==> src/rtl/issue_window.sv <==
// Multi-lane in-order issue window: circular buffer of decoded ops that issues
// the longest hazard-free prefix from the head each cycle.
module issue_window #(
    parameter int ISSUE_W   = 2,
    parameter int DEPTH     = 4,
    parameter int PAYLOAD_W = 64
) (
    input  logic                           clk,
    input  logic                           reset,
    input  logic                           flush,
    input  logic [ISSUE_W-1:0]             in_valid,
    output logic                           in_ready,
    input  logic [5*ISSUE_W-1:0]           in_dst,
    input  logic [5*ISSUE_W-1:0]           in_rs,
    input  logic [5*ISSUE_W-1:0]           in_rt,
    input  logic [ISSUE_W-1:0]             in_wr,
    input  logic [ISSUE_W-1:0]             in_mhi,
    input  logic [ISSUE_W-1:0]             in_mlo,
    input  logic [ISSUE_W-1:0]             in_nhi,
    input  logic [ISSUE_W-1:0]             in_nlo,
    input  logic [ISSUE_W-1:0]             in_load,
    input  logic [ISSUE_W-1:0]             in_serial,
    input  logic [PAYLOAD_W*ISSUE_W-1:0]   in_payload,
    input  logic [ISSUE_W-1:0]             ex_load_valid,
    input  logic [5*ISSUE_W-1:0]           ex_load_dst,
    input  logic                           ex_ready,
    output logic [ISSUE_W-1:0]             out_valid,
    output logic [5*ISSUE_W-1:0]           out_dst,
    output logic [5*ISSUE_W-1:0]           out_rs,
    output logic [5*ISSUE_W-1:0]           out_rt,
    output logic [ISSUE_W-1:0]             out_wr,
    output logic [ISSUE_W-1:0]             out_mhi,
    output logic [ISSUE_W-1:0]             out_mlo,
    output logic [ISSUE_W-1:0]             out_nhi,
    output logic [ISSUE_W-1:0]             out_nlo,
    output logic [ISSUE_W-1:0]             out_load,
    output logic [ISSUE_W-1:0]             out_serial,
    output logic [PAYLOAD_W*ISSUE_W-1:0]   out_payload,
    output logic [31:0]                    stall_cnt
);

    localparam int PTR_W = $clog2(DEPTH);
    localparam int CNT_W = PTR_W + 1;

    typedef struct packed {
        logic [PAYLOAD_W-1:0] payload;
        logic [4:0]           dst;
        logic [4:0]           rs;
        logic [4:0]           rt;
        logic                 wr;
        logic                 mhi;
        logic                 mlo;
        logic                 nhi;
        logic                 nlo;
        logic                 load;
        logic                 serial;
    } op_t;

    op_t              mem [DEPTH];
    op_t              in_op [ISSUE_W];
    op_t              cand [ISSUE_W];
    logic [PTR_W-1:0] head, tail;
    logic [CNT_W-1:0] count, enq_n, pop_n, issue_k;
    logic             do_enq, stall;

    assign in_ready = (CNT_W'(DEPTH) - count) >= CNT_W'(ISSUE_W);
    assign do_enq   = in_ready && !flush;

    always_comb begin
        enq_n = '0;
        for (int unsigned l = 0; l < ISSUE_W; l++) begin
            in_op[l].payload = in_payload[PAYLOAD_W*l +: PAYLOAD_W];
            in_op[l].dst     = in_dst[5*l +: 5];
            in_op[l].rs      = in_rs[5*l +: 5];
            in_op[l].rt      = in_rt[5*l +: 5];
            in_op[l].wr      = in_wr[l];
            in_op[l].mhi     = in_mhi[l];
            in_op[l].mlo     = in_mlo[l];
            in_op[l].nhi     = in_nhi[l];
            in_op[l].nlo     = in_nlo[l];
            in_op[l].load    = in_load[l];
            in_op[l].serial  = in_serial[l];
            if (in_valid[l]) enq_n = enq_n + CNT_W'(1);
        end
    end

    always_comb begin
        for (int unsigned i = 0; i < ISSUE_W; i++) begin
            cand[i] = mem[head + PTR_W'(i)];
        end
    end

    // Lanes are accepted in order; the first blocked lane ends the bundle.
    always_comb begin
        logic blocked;
        logic hit;
        blocked   = flush;
        issue_k   = '0;
        out_valid = '0;
        for (int unsigned i = 0; i < ISSUE_W; i++) begin
            hit = !(CNT_W'(i) < count);
            if (i > 0 && (cand[i].serial || cand[0].serial)) hit = 1'b1;
            for (int unsigned j = 0; j < ISSUE_W; j++) begin
                if (j < i) begin
                    if (cand[j].wr && cand[j].dst != 5'd0 &&
                        (cand[j].dst == cand[i].rs || cand[j].dst == cand[i].rt)) hit = 1'b1;
                    if (cand[j].mhi && cand[i].nhi) hit = 1'b1;
                    if (cand[j].mlo && cand[i].nlo) hit = 1'b1;
                end
            end
            for (int unsigned e = 0; e < ISSUE_W; e++) begin
                if (ex_load_valid[e] && ex_load_dst[5*e +: 5] != 5'd0 &&
                    (ex_load_dst[5*e +: 5] == cand[i].rs ||
                     ex_load_dst[5*e +: 5] == cand[i].rt)) hit = 1'b1;
            end
            if (blocked || hit) begin
                blocked = 1'b1;
            end else begin
                out_valid[i] = 1'b1;
                issue_k      = issue_k + CNT_W'(1);
            end
        end
    end

    always_comb begin
        for (int unsigned i = 0; i < ISSUE_W; i++) begin
            out_payload[PAYLOAD_W*i +: PAYLOAD_W] = cand[i].payload;
            out_dst[5*i +: 5] = cand[i].dst;
            out_rs[5*i +: 5]  = cand[i].rs;
            out_rt[5*i +: 5]  = cand[i].rt;
            out_wr[i]         = cand[i].wr;
            out_mhi[i]        = cand[i].mhi;
            out_mlo[i]        = cand[i].mlo;
            out_nhi[i]        = cand[i].nhi;
            out_nlo[i]        = cand[i].nlo;
            out_load[i]       = cand[i].load;
            out_serial[i]     = cand[i].serial;
        end
    end

    assign pop_n = ex_ready ? issue_k : '0;
    assign stall = (count != '0) && (issue_k == '0 || !ex_ready);

    always_ff @(posedge clk) begin
        if (reset) begin
            head      <= '0;
            tail      <= '0;
            count     <= '0;
            stall_cnt <= '0;
        end else begin
            if (stall && stall_cnt != '1) stall_cnt <= stall_cnt + 32'd1;
            if (flush) begin
                head  <= '0;
                tail  <= '0;
                count <= '0;
            end else begin
                if (do_enq) tail <= tail + PTR_W'(enq_n);
                head  <= head + PTR_W'(pop_n);
                count <= count + (do_enq ? enq_n : '0) - pop_n;
            end
        end
    end

    always_ff @(posedge clk) begin
        if (do_enq) begin
            for (int unsigned l = 0; l < ISSUE_W; l++) begin
                if (in_valid[l]) mem[tail + PTR_W'(l)] <= in_op[l];
            end
        end
    end

endmodule

==> config.mk <==
export PLATFORM = sky130hd
export DESIGN_NAME = issue_window
export DESIGN_NICKNAME = d
export VERILOG_FILES = /design/src/rtl/issue_window.sv
export SDC_FILE = /design/constraint.sdc
export NUM_CORES = 1
export LEC_CHECK = 0
export BUFFER_PORTS_ARGS = -buffer_cell sky130_fd_sc_hd__buf_2
export CORE_ASPECT_RATIO = 0.7
export CORE_UTILIZATION = 45
export CTS_BUF_LIST = sky130_fd_sc_hd__clkbuf_2
export CTS_CLUSTER_SIZE = 16
export DETAILED_ROUTE_END_ITERATION = 10
export GPL_TIMING_DRIVEN = 0
export HOLD_SLACK_MARGIN = 0.05
export PLACE_DENSITY = 0.79
export SYNTH_ARGS = -nofsm -noshare
export SYNTH_HDL_FRONTEND = slang
export SYNTH_SLANG_ARGS = --single-unit
export TNS_END_PERCENT = 10
==> constraint.sdc <==
create_clock -name clk -period 9.1 [get_ports clk]
set_input_delay 0.455 -clock clk [delete_from_list [all_inputs] [get_ports clk]]
set_output_delay 0.455 -clock clk [all_outputs]
set_load 0.01 [all_outputs]
==> metrics.txt <==
Clock Tree Buf Depth 3; Placer Congestion between 0.9 and 1; final setup fails 0; reg2reg setup slack 4.36 ns; initial antenna violation count 7; CP Data Arrival Time 4.31 ns; post-route cell area 28000 um^2; Tightest Pin Transition 1.11 ns; largest area contributor in the netlist edfxtp_1; Worst EP required 8.65 ns; Cells after DPL 2324; cell with the most instances after synthesis mux2_2; DR WL/cell between 20 and 25 um; post-synthesis register bit count 383; final non-filler cell total 2757; vias in the first global route 17100; worst vdd ir around 0.00014 V; Synth warnings 0; TritonCTS clock tree yes; clk_lat worst skew 1.16 ns; Leak Pwr between 10 and 15 nW; post-synth top area share 0.485; Site Rows 66; Die X 262 um; Starting Density 0.458; total power 4.07 mW; GR Overflow Total 0; I/O pin count about 400; fin nets roughly 2300; total global-route track usage 0.280; Startpoint Class flip-flop; Fillers 3507; worst reg2reg startpoint count[1]; top cells by count, synth mux2_2, edfxtp_1, mux4_2; pwr dens approximately 150 nW/um^2; Worst setup EP type output pin; die area 48300 um^2; post-route ant nets 0; hold_ws 0.191 ns; H-tree depth 3; Most used DFF post-synth edfxtp_1; Core Footprint 46600 um^2; status complete, no violations; post_cts resized 0; RSZ-0062 raised after global routing no; placed inst area 24500 um^2; mapped cell area roughly 21000 um^2; MaxCap Viol Count 0; Min-Delay Path Class in2reg; Detail Placement HPWL 45500 um; EDFF count, synth roughly 340; fmax 210 MHz; first drt pass iteration count 5; layout cells sized above 1 0.526; Seq/Total Area, Yosys 0.521; Vias/cell slightly below 6; final setup skew about 0.13 ns; Area Growth Syn to Fin 31.3%; largest net degree at the start of global routing 28; Die Span Y roughly 180 um; Total Wirelength 67900 um; syn nets 1501; worst r2r dst mem[3][47]; global-route wire length before repair 100000 um; post-synthesis average cell area 16.4 um^2; CP Class reg2out; asr flop ratio synth 0; Num CTS Buffers 95; Syn Inst Count 1300; CP startpoint head[1]; max-slew violation count 0; period utilization 0.523; # DRC 0; Final Hold Fails 0; clk sink count 383; Slew HR 0.261; Vias ~16000; reg2reg path depth 11; Netlist cell types 51; Max Fanout on Critical Path 10; DRT iter0 DRCs approximately 1300; largest cells by area after synthesis edfxtp_1, mux2_2, mux4_2, dfxtp_1, xnor2_1; clock-pin transition on the worst setup and hold timing paths 0.11 ns; crit path capture out_payload[8]; CTS root buf clkbuf_2; Final min period 4.76 ns; port buffer count 385
-- layout by cell type, fill, tap and decap left out, drive strengths merged, types with 18 or more instances in the layout --
cell | synthesis | layout
mux4 | 170 | 170
clkbuf | 46 | 177
dfxtp | 39 | 39
nand3 | 21 | 21
a21oi | 20 | 20
nor2 | 34 | 34
clkinv | 0 | 20
xnor2 | 52 | 52
nor3 | 18 | 18
xor2 | 19 | 19
buf | 50 | 462
mux2 | 349 | 349
dlygate4sd3 | 0 | 267
edfxtp | 344 | 344
-- final cells by class --
| class | instances | area [um^2] | share of cell area |
|---|---|---|---|
| flip-flops and latches | 383 | 11100 | 0.397 |
| multi-input cells | 809 | 9780 | 0.349 |
| repair buffers | 679 | 5020 | 0.180 |
| well taps | 612 | 766 | 0.0274 |
| clock buffers | 131 | 656 | 0.0234 |
| plain buffers | 96 | 414 | 0.0148 |
| clock inverters | 25 | 169 | 0.00604 |
| inverters | 12 | 45.0 | 0.00161 |
| diodes | 10 | 25.0 | 0.000894 |
-- flip-flops by register name, indices dropped and copies added (netlist names) --
register	cells
mem	344
stall_cnt	32
head	2
count	3
tail	2
-- timing repair --
action	4_1_cts	5_1_grt
endpoints found under the hold margin	404	0
setup buffers	0	0
hold buffers	267	0
-- layer usage --
metal,global-route usage,vias up,routed length [um]
met4,0.115,0,2540
met5,0,-,0
met1,0.352,8093,25900
met2,0.461,873,33800
met3,0.0730,182,5700
li1,-,6910,-
-- stage by stage --
stage | setup slack [ns] | setup TNS (ns) | util
after floorplan | 0.849 | 0 | -
after global placement | -5.56 | -992.39 | 0.516
after detailed placement | 4.70 | 0 | 0.525
after CTS | 4.16 | 0 | 0.600
after global routing | 4.00 | 0 | 0.601
final | 4.34 | 0 | 0.601
-- where the power goes --
group / switching [mW] / internal (mW)
sequential: 0.0413 / 2.03
clock: 0.752 / 0.445
combinational: 0.390 / 0.409
total: 1.18 / 2.88
-- cell families after synthesis --
logic type / share of synthesized area
flip-flops: 0.521
multiplexers: 0.366
AND/OR/NAND/NOR: 0.0425
buffers and inverters: 0.0215
AO/OA/AOI/OAI: 0.0121
XOR/XNOR: 0.0292
adder cells (fa/ha/maj): 0.00716
-- worst max-delay path: stages (launching register included) --
cell	delay [ns]
dfxtp_1	0.44
buf_2	0.36
buf_2	0.37
clkbuf_1	0.65
clkbuf_1	0.75
mux4_2	0.44
buf_2	0.16
-- how the worst min path moves through the flow --
stage                    from            end  slack (ns)  cells after the start
3_5_place_dp    stall_cnt[31]  stall_cnt[31]        0.49                      2
2_1_floorplan        count[2]       count[2]        0.51                      2
6_report       in_payload[66]     mem[0][24]        0.19                      3
4_1_cts        in_payload[66]     mem[0][24]        0.06                      3
3_3_place_gp    stall_cnt[23]  stall_cnt[23]        0.48                      2
5_1_grt        in_payload[46]     mem[1][68]        0.03                      3
Power figures use the tool's default switching activity.
